--- src/rtl/conv_pkg.sv ---
// Shared definitions for the rate-1/2 convolutional encoder and its matching decoder:
// constraint-length limits, FSM states, generator tables and small helper functions.
package conv_pkg;

  localparam int KMAX      = 6;
  localparam int DEFAULT_K = 3;
  localparam int SRW       = KMAX - 1;

  typedef enum logic [1:0] {
    IDLE = 2'd0,
    DATA = 2'd1,
    TAIL = 2'd2
  } enc_state_t;

  // Generators left-justified in 6 bits (bit 5 = current input), indexed by K; unused entries are zero.
  localparam logic [7:0][5:0] G0 = {6'b000000, 6'b101011, 6'b100110, 6'b111100,
                                    6'b111000, 6'b000000, 6'b000000, 6'b000000};
  localparam logic [7:0][5:0] G1 = {6'b000000, 6'b111101, 6'b111010, 6'b110100,
                                    6'b101000, 6'b000000, 6'b000000, 6'b000000};

  function automatic logic k_is_valid(input logic [2:0] k);
    return (k >= 3'd3) && (k <= 3'd6);
  endfunction

  function automatic logic [2:0] sanitize_k(input logic [2:0] k);
    return k_is_valid(k) ? k : 3'(DEFAULT_K);
  endfunction

  function automatic logic parity6(input logic [5:0] v);
    return ^v;
  endfunction

endpackage

--- src/rtl/conv_encoder_sym_gen.sv ---
// Combinational symbol generator: maps the current input bit, shift register and K
// to one coded symbol {g0, g1}. Shared with the decoder's expected-output logic.
module conv_sym_gen
  import conv_pkg::*;
(
  input  logic           u,
  input  logic [SRW-1:0] sr,
  input  logic [2:0]     k,
  output logic [1:0]     sym
);

  logic [5:0] w;

  // Window runs newest to oldest: current input, then sr[0] (most recent) down to sr[4].
  assign w   = {u, sr[0], sr[1], sr[2], sr[3], sr[4]};
  assign sym = {parity6(w & G0[k]), parity6(w & G1[k])};

endmodule

--- src/rtl/conv_encoder.sv ---
// Rate-1/2 feed-forward convolutional encoder, K = 3..6 chosen per frame, with K-1
// zero tail symbols per frame and a single registered output stage.
module conv_encoder
  import conv_pkg::*;
(
  input  logic       clk,
  input  logic       rst,
  input  logic [2:0] k_sel,
  input  logic       in_valid,
  output logic       in_ready,
  input  logic       in_bit,
  input  logic       in_last,
  output logic       out_valid,
  input  logic       out_ready,
  output logic [1:0] out_bits,
  output logic       out_last,
  output logic       cfg_err
);

  enc_state_t     state_q, state_d;
  logic [SRW-1:0] sr_q, sr_d;
  logic [2:0]     k_q, k_d;
  logic [2:0]     tail_cnt_q, tail_cnt_d;
  logic           out_valid_q, out_valid_d;
  logic [1:0]     out_bits_q, out_bits_d;
  logic           out_last_q, out_last_d;
  logic           cfg_err_q, cfg_err_d;

  logic       adv;
  logic       sym_u;
  logic [2:0] sym_k;
  logic [1:0] sym;

  assign adv      = !out_valid_q || out_ready;
  assign in_ready = !rst && adv && (state_q != TAIL);

  conv_sym_gen u_sym_gen (
    .u   (sym_u),
    .sr  (sr_q),
    .k   (sym_k),
    .sym (sym)
  );

  // Next-state, shift register and output-stage update.
  always_comb begin
    state_d     = state_q;
    sr_d        = sr_q;
    k_d         = k_q;
    tail_cnt_d  = tail_cnt_q;
    out_valid_d = out_valid_q;
    out_bits_d  = out_bits_q;
    out_last_d  = out_last_q;
    cfg_err_d   = 1'b0;
    sym_u       = 1'b0;
    sym_k       = k_q;

    if (adv) begin
      out_valid_d = 1'b0;
      out_last_d  = 1'b0;
    end else begin
      out_valid_d = out_valid_q;
    end

    case (state_q)
      IDLE: begin
        sym_u = in_bit;
        sym_k = sanitize_k(k_sel);
        if (in_valid && adv) begin
          k_d         = sym_k;
          cfg_err_d   = !k_is_valid(k_sel);
          out_valid_d = 1'b1;
          out_bits_d  = sym;
          sr_d        = {sr_q[SRW-2:0], in_bit};
          if (in_last) begin
            state_d    = TAIL;
            tail_cnt_d = sym_k - 3'd2;
          end else begin
            state_d = DATA;
          end
        end else begin
          state_d = IDLE;
        end
      end
      DATA: begin
        sym_u = in_bit;
        if (in_valid && adv) begin
          out_valid_d = 1'b1;
          out_bits_d  = sym;
          sr_d        = {sr_q[SRW-2:0], in_bit};
          if (in_last) begin
            state_d    = TAIL;
            tail_cnt_d = k_q - 3'd2;
          end else begin
            state_d = DATA;
          end
        end else begin
          state_d = DATA;
        end
      end
      TAIL: begin
        if (adv) begin
          out_valid_d = 1'b1;
          out_bits_d  = sym;
          if (tail_cnt_q == 3'd0) begin
            // Final flush symbol: leave the trellis in state 0 for the next frame.
            out_last_d = 1'b1;
            sr_d       = '0;
            state_d    = IDLE;
          end else begin
            sr_d       = {sr_q[SRW-2:0], 1'b0};
            tail_cnt_d = tail_cnt_q - 3'd1;
          end
        end else begin
          state_d = TAIL;
        end
      end
      default: begin
        state_d = IDLE;
        sr_d    = '0;
      end
    endcase
  end

  // State and output registers with asynchronous reset.
  always_ff @(posedge clk or posedge rst) begin
    if (rst) begin
      state_q     <= IDLE;
      sr_q        <= '0;
      k_q         <= 3'(DEFAULT_K);
      tail_cnt_q  <= 3'd0;
      out_valid_q <= 1'b0;
      out_bits_q  <= 2'b00;
      out_last_q  <= 1'b0;
      cfg_err_q   <= 1'b0;
    end else begin
      state_q     <= state_d;
      sr_q        <= sr_d;
      k_q         <= k_d;
      tail_cnt_q  <= tail_cnt_d;
      out_valid_q <= out_valid_d;
      out_bits_q  <= out_bits_d;
      out_last_q  <= out_last_d;
      cfg_err_q   <= cfg_err_d;
    end
  end

  assign out_valid = out_valid_q;
  assign out_bits  = out_bits_q;
  assign out_last  = out_last_q;
  assign cfg_err   = cfg_err_q;

endmodule

--- config.mk ---
export PLATFORM = sky130hd
export DESIGN_NAME = conv_encoder
export DESIGN_NICKNAME = d
export VERILOG_FILES = /design/src/rtl/conv_pkg.sv /design/src/rtl/conv_encoder_sym_gen.sv /design/src/rtl/conv_encoder.sv
export SDC_FILE = /design/constraint.sdc
export NUM_CORES = 1
export LEC_CHECK = 0
export BUFFER_PORTS_ARGS = -buffer_cell sky130_fd_sc_hd__buf_2
export CAP_MARGIN = 20
export CORE_AREA = 4 4 68 70
export DETAILED_ROUTE_END_ITERATION = 8
export DIE_AREA = 0 0 72 74
export SYNTH_ARGS = -nofsm -noshare
export SYNTH_HDL_FRONTEND = slang
export SYNTH_HIERARCHICAL = 1
export SYNTH_SLANG_ARGS = --single-unit
export TNS_END_PERCENT = 5
--- constraint.sdc ---
create_clock -name clk -period 2.8 [get_ports clk]
set_input_delay 0.28 -clock clk [delete_from_list [all_inputs] [get_ports clk]]
set_output_delay 0.28 -clock clk [all_outputs]
set_load 0.05 [all_outputs]
==> impl_results.md, run 1 <==
* # setup viols final at 0
* Final Cell Area at between 1500 and 2000 µm²
* Post-synth EDFFs at 0
* First-pass GRT wire length at 5080 µm
* Overall Power at roughly 1.8 mW
* Main synth FF type: dfrtp_1
* DP Worst Slack at -15.4 ps
* IO buf count at 14
* CTS Buffer Depth at 2
* Number of iterations in the first detailed-routing pass at 4
* # fillers at between 400 and 500
* Peak supply drop at about 0.5 mV
* Worst setup EP type: flop
* Largest net degree at the start of global routing at 19
* Core ar. at ~4000 µm²
* Clock skew at around 3.2 ps
* Hold Buf Count CTS at 0
* DR vias at 1139
* Comb power frac at 0.645
* Detailed Place HPWL at about 2400 µm
* Yosys warning total at 6
* Synth Instances at approximately 150
* Post-synthesis register bit count at 18
* Metal1 wirelength at 1340 µm
* Worst Setup Start Kind: flop
* Initial antenna violation count at 0
* Number of unique standard cell types used by synthesis at a little under 50
* Area Overhead vs Synth at 16.7%
* Worst reg2reg path startpoint: state_q[1]$_DFFE_PP0P_
* Fmax at roughly 360 MHz
* Clock root cell: clkbuf_8
* Wire per inst at about 14 µm
* Clock power share at 0.100
* Net Sw Frac at 0.448
* Max Transition Viols Final at 0
* Final worst setup slack at between 50 and 60 ps
* CP required at approximately 3000 ps
* Maxcap violations at 0
* Power share of the sequential group at 0.255
* Vias in the first global route at approximately 1100
* Ranking of synthesized cells by area: dfrtp_1 29%, ha_1 10%, dfstp_2 3.8%
* Sequential area share after synthesis at 0.329
* TritonCTS Sinks at 18
* Post-route ant nets at 0
* CTS tree: done
* Fin crit share at 0.979
* Syn_area_per_cell at about 9.4 µm²
* Final wirelength at ~3000 µm
* Die Wd at 72 µm
* Fin nets at approximately 190
* WP data arrival at between 2000 and 3000 ps
* Internal at ~1.0 mW
* Drt first-iter violations at 33
* Leading area contributor after synthesis: dfrtp_1
* Post-synth top cells: 16 x dfrtp_1, 13 x nand2_1, 11 x ha_1
* RePlAce Congestion at 0.800
* Wire length on met2 at 1530 µm
* Die Area at between 5000 and 6000 µm²
* Tmin final at between 2000 and 3000 ps
* Power Dens Cells at between 1000 and 1500 nW/µm²
* Slew @ Worst Pin at between 600 and 700 ps
* P_sw at a little over 0.8 mW
* Metal3 WL at roughly 100 µm
* HP Class: in2async
* Crit Path Class: reg2reg
* CTS Buf Count at 3
* Clock slew seen by the registers of the worst setup and hold paths at 70 ps
* Chip Height at about 74 µm
* Post-DP Area at approximately 1500 µm²
* Lkg Pwr at 0.730 nW
* # diodes at 0
* Gr usage total at 0.120
* Share of cells above drive strength 1 at 0.231
* Htree depth at 1
* Worst-path fanout max at 6
* IO Pins at 15
* Mapped cell area at roughly 1400 µm²
* Initial core utilization at 0.346
* Num rows at 23
* Async set-reset flop share out of synthesis at 1.00
* Worst setup startpoint: state_q[1]$_DFFE_PP0P_
* Status: complete, no violations
* Final hold violations at 0
* Most numerous cell in the Yosys netlist: dfrtp_1
* Slew Limit Headroom at 0.530
* Post-CTS setup buffers at 0
* Clk_lat worst skew at between 200 and 300 ps
* Routed vias/inst at approximately 5.2
* Grt total ovfl at 0
* Max layer used: met4
* Syn Nets at 167
* Residual DRC count at 0
* Yosys top cell area share at 0.291
==> path summary, 6_finish.rpt <==
path	cells after the start	to	slack [ps]
max	12	out_bits[1]$_DFFE_PP0P_	60
min	2	out_valid$_DFF_PP0_	140
max reg2reg	12	out_bits[1]$_DFFE_PP0P_	60
min reg2reg	2	flop	470
max in group asynchronous	2	sr_q[3]$_DFFE_PP0P_	2220
min in group clk	3	sr_q[0]$_DFFE_PP0P_	280
==> power groups by stage <==
stage	Sequential, mW	Clock [mW]	Combinational (mW)
after CTS	0.464	0.189	1.15
final	0.463	0.182	1.17
after global placement	0.467	0	1.10
after global routing	0.483	0.202	1.30
after floorplan	0.518	0	0.800
after detailed placement	0.468	0	1.14
==> layout make-up <==
cell class / count / area (µm²) / share of cell area
multi-input combinational: 117 / 888 / 0.553
sequential: 18 / 453 / 0.282
clock buffer: 3 / 41.3 / 0.0257
timing repair buffer: 21 / 123 / 0.0764
tap: 50 / 62.6 / 0.0390
inverter: 10 / 37.5 / 0.0234
==> state kept, by name (all words and copies together), names as in the netlist, named ones only <==
register	cells
sr_q	5
cfg_err	1
tail_cnt_q	3
out_valid	1
k_q	3
state_q	2
out_bits	2
==> layout by cell type (no fill, tap or decap), drive strengths merged, types with 3 or more instances in the layout <==
| master | count |
|---|---|
| a21oi | 8 |
| a22o | 4 |
| buf | 21 |
| clkbuf | 3 |
| dfrtp | 16 |
| ha | 11 |
| inv | 10 |
| mux2 | 5 |
| nand2 | 13 |
| nand2b | 3 |
| nor2 | 9 |
| nor2b | 6 |
| o21ai | 11 |
| o31ai | 3 |
| or2 | 3 |
| xnor2 | 5 |
| xor2 | 4 |
==> cell families after synthesis <==
| group | share of synthesized area |
|---|---|
| adder cells (fa/ha/maj) | 0.100 |
| AO/OA/AOI/OAI | 0.197 |
| buffers and inverters | 0.0391 |
| AND/OR/NAND/NOR | 0.209 |
| XOR/XNOR | 0.0746 |
| multiplexers | 0.0510 |
| flip-flops | 0.329 |
==> per-stage QoR <==
stage | hold WS, ps | instances | util | TNS [ps]
6_report | 136 | 219 | 0.404 | 0
5_1_grt | 197 | 219 | 0.404 | -33.7
4_1_cts | 165 | 219 | 0.400 | 0
3_5_place_dp | 439 | 216 | 0.389 | -15.4
3_3_place_gp | 428 | 216 | 0.389 | 0
2_1_floorplan | 217 | 147 | - | 0
==> worst max-delay path: stages, from the launching register on <==
cell and delay (ps):
dfrtp_1 410, inv_1 130, ha_4 170, nor2_1 40, a21oi_1 170, buf_4 160
ha_1 200, o21ai_1 100, or3_1 390, a2111o_1 410, o211ai_2 70, a21oi_1 80
mux2_1 280
==> per-layer routing <==
| metal | vias up | GRT usage |
|---|---|---|
| met3 | 6 | 0.0365 |
| met2 | 17 | 0.213 |
| met5 | - | 0 |
| met4 | 0 | 0.0251 |
| li1 | 580 | - |
| met1 | 536 | 0.145 |
==> timing repair <==
item / 4_1_cts / 5_1_grt
setup endpoints to repair: 1 / 1
resized for setup: 1 / 4
pin swaps: 0 / 1
Power figures use the tool's default switching activity.
==> run 2, diff against run 1 <==
==> constraint.sdc (replaced) <==
create_clock -name clk -period 2.9 [get_ports clk]
set_input_delay 0.29 -clock clk [delete_from_list [all_inputs] [get_ports clk]]
set_output_delay 0.29 -clock clk [all_outputs]
set_load 0.05 [all_outputs]
==> impl_results.md, run 2 (synthesis gave the netlist of run 1 again) <==
* Status: complete, no violations
* HP Class: in2async
* RePlAce Congestion at 0.870 (+8.7%)
* Clock skew at 1.89 ps (-1.33 ps)
* Final worst setup slack at 194 ps (+135 ps)
* Largest register FFs at 5 (unchanged)
* IO Pins at 15 (unchanged)
* CTS tree: done
* Wire length on met2 at 1530 µm (+0.33%)
* Htree depth at 1 (unchanged)
* Crit Path Class: reg2reg
* Peak supply drop at 0.537 mV (+5.1%)
* # setup viols final at 0 (unchanged)
* Grt total ovfl at 0 (unchanged)
* # fillers at 401 (-2.4%)
* Num rows at 23 (unchanged)
* Final hold violations at 0 (unchanged)
* Largest net degree at the start of global routing at 19 (unchanged)
* Clk_lat worst skew at 250 ps (about the same)
* Post-DP Area at 1540 µm² (-0.49%)
* Most frequent cells in the layout: 16 x dfrtp_1, 14 x buf_2, 13 x nand2_1
* DP Worst Slack at 13.3 ps (+28.7 ps)
* Die Area at 5330 µm² (unchanged)
* First-pass GRT wire length at 4950 µm (-2.4%)
* Initial antenna violation count at 0 (unchanged)
* Max layer used: met4
* Core ar. at 3970 µm² (unchanged)
* Gr usage total at 0.117 (-0.00339)
* Multi-input gate area at 885 µm² (-0.42%)
* Clock slew seen by the registers of the worst setup and hold paths at 70 ps (about the same)
* Tmin final at 2710 ps (-34.5 ps)
* Unrepaired setup endpoints after global routing: no
* Final wirelength at 3000 µm (-1.1%)
* Post-CTS setup buffers at 0 (unchanged)
* Metal3 WL at 75 µm (-26%)
* Slew @ Worst Pin at 740 ps (+40.3 ps)
* Area Overhead vs Synth at 16.9%
* Worst setup EP type: flop
* Share of cells above drive strength 1 at 0.231 (unchanged)
* Post-route ant nets at 0 (unchanged)
* Detailed Place HPWL at 2410 µm (+1.2%)
* Worst Setup Start Kind: flop
* Vias in the first global route at 1165 (+4.2%)
* FF/Latch Area at 453 µm² (unchanged)
* Worst-path fanout max at 6 (unchanged)
* Power Dens Cells at 1100 nW/µm² (-3.0%)
* # diodes at 0 (unchanged)
* Residual DRC count at 0 (unchanged)
* Fin crit share at 0.933 (-0.0456)
* Wire per inst at 13.7 µm (-1.1%)
* Overall Power at 1.76 mW (-2.8%)
* Drt first-iter violations at 40 (+21%)
* WP data arrival at 2840 ps (-40 ps)
* Fin nets at 190 (-0.52%)
* Most flop-heavy register: sr_q
* Fmax at 370 MHz (+1.3%)
* CTS Buffer Depth at 2 (unchanged)
* Routed vias/inst at 5.13 (-1.3%)
* TritonCTS Sinks at 18 (unchanged)
* Final Cell Area at 1610 µm² (+0.16%)
* IO buf count at 14 (unchanged)
* Hold Buf Count CTS at 0 (unchanged)
* Commonest non-fill, non-tap cell in the layout: dfrtp_1
* Die Wd at 72 µm (unchanged)
* Slew Limit Headroom at 0.506 (-0.0231)
* Metal1 wirelength at 1370 µm (+2.3%)
* Max Transition Viols Final at 0 (unchanged)
* Fin util at 0.405 (+0.000630)
* Number of iterations in the first detailed-routing pass at 4 (unchanged)
* Maxcap violations at 0 (unchanged)
* CTS Buf Count at 3 (unchanged)
* TNS Setup at 0 ps (unchanged)
* DR vias at 1124 (-1.3%)
* Chip Height at 74 µm (unchanged)
* CP required at 3040 ps (+100 ps)
* Initial core utilization at 0.346 (unchanged)
* Lkg Pwr at 0.731 nW (+0.16%)
* Regs by FF count: sr_q: 5 flops, k_q: 3 flops, tail_cnt_q: 3 flops
* Clock root cell: clkbuf_8
==> run 2: changes by cell type in the layout (fill, tap and decap cells not counted), sizes merged <==
| cell | delta |
|---|---|
| buf | -1 |
| clkbuf | +1 |
==> run 2: critical path, stage by stage, from the launching register on <==
cell and delay [ps]:
dfrtp_1 410, inv_1 140, ha_4 190, nor2_1 50, a21oi_1 120, buf_4 160
ha_1 190, o21ai_0 140, or3_1 390, a2111o_1 380, o211ai_2 60, a21oi_1 80
mux2_1 280
==> run 2: area by class of cell <==
class / instances / share of cell area
inverter: 10 / 0.0233
timing repair buffer: 20 / 0.0716
multi-input combinational: 117 / 0.550
tap: 50 / 0.0389
sequential: 18 / 0.282
clock buffer: 4 / 0.0342
==> run 2: path summary, 6_finish.rpt <==
kind / startpoint / slack, ps / to / cells after the start
setup / recovery: state_q[0]$_DFFE_PP0P_ / 190 / out_bits[1]$_DFFE_PP0P_ / 12
min in group clk: in_bit / 320 / sr_q[0]$_DFFE_PP0P_ / 3
hold / removal: rst / 170 / state_q[1]$_DFFE_PP0P_ / 2
hold reg to reg: flop / 480 / flop / 2
max in group asynchronous: rst / 2270 / sr_q[4]$_DFFE_PP0P_ / 2
setup reg to reg: state_q[0]$_DFFE_PP0P_ / 190 / out_bits[1]$_DFFE_PP0P_ / 12
==> run 2: per-stage QoR <==
stage / hold slack, ps / cells
detailed placement: 456 / 215
global placement: 439 / 215
floorplan: 227 / 147
CTS: 177 / 219
global route: 209 / 219
finish: 165 / 219
==> run 2: routing by layer <==
layer | global-route usage | vias to the layer above
met2 | 0.214 | 16
met4 | 0.0251 | 0
met3 | 0.0351 | 2
met5 | 0 | -
met1 | 0.135 | 528
li1 | - | 578
==> run 2: what timing repair did <==
action / in CTS / in global routing
setup endpoints to repair: 1 / 1
gates resized for setup: 1 / 2
pin swaps: 0 / 1
==> run 2: where the power goes <==
group / switching [mW] / total, mW / leakage (nW) / internal [mW]
logic: 0.606 / 1.11 / 0.476 / 0.500
clock network: 0.0852 / 0.206 / 0.0288 / 0.121
registers: 0.0910 / 0.453 / 0.227 / 0.362
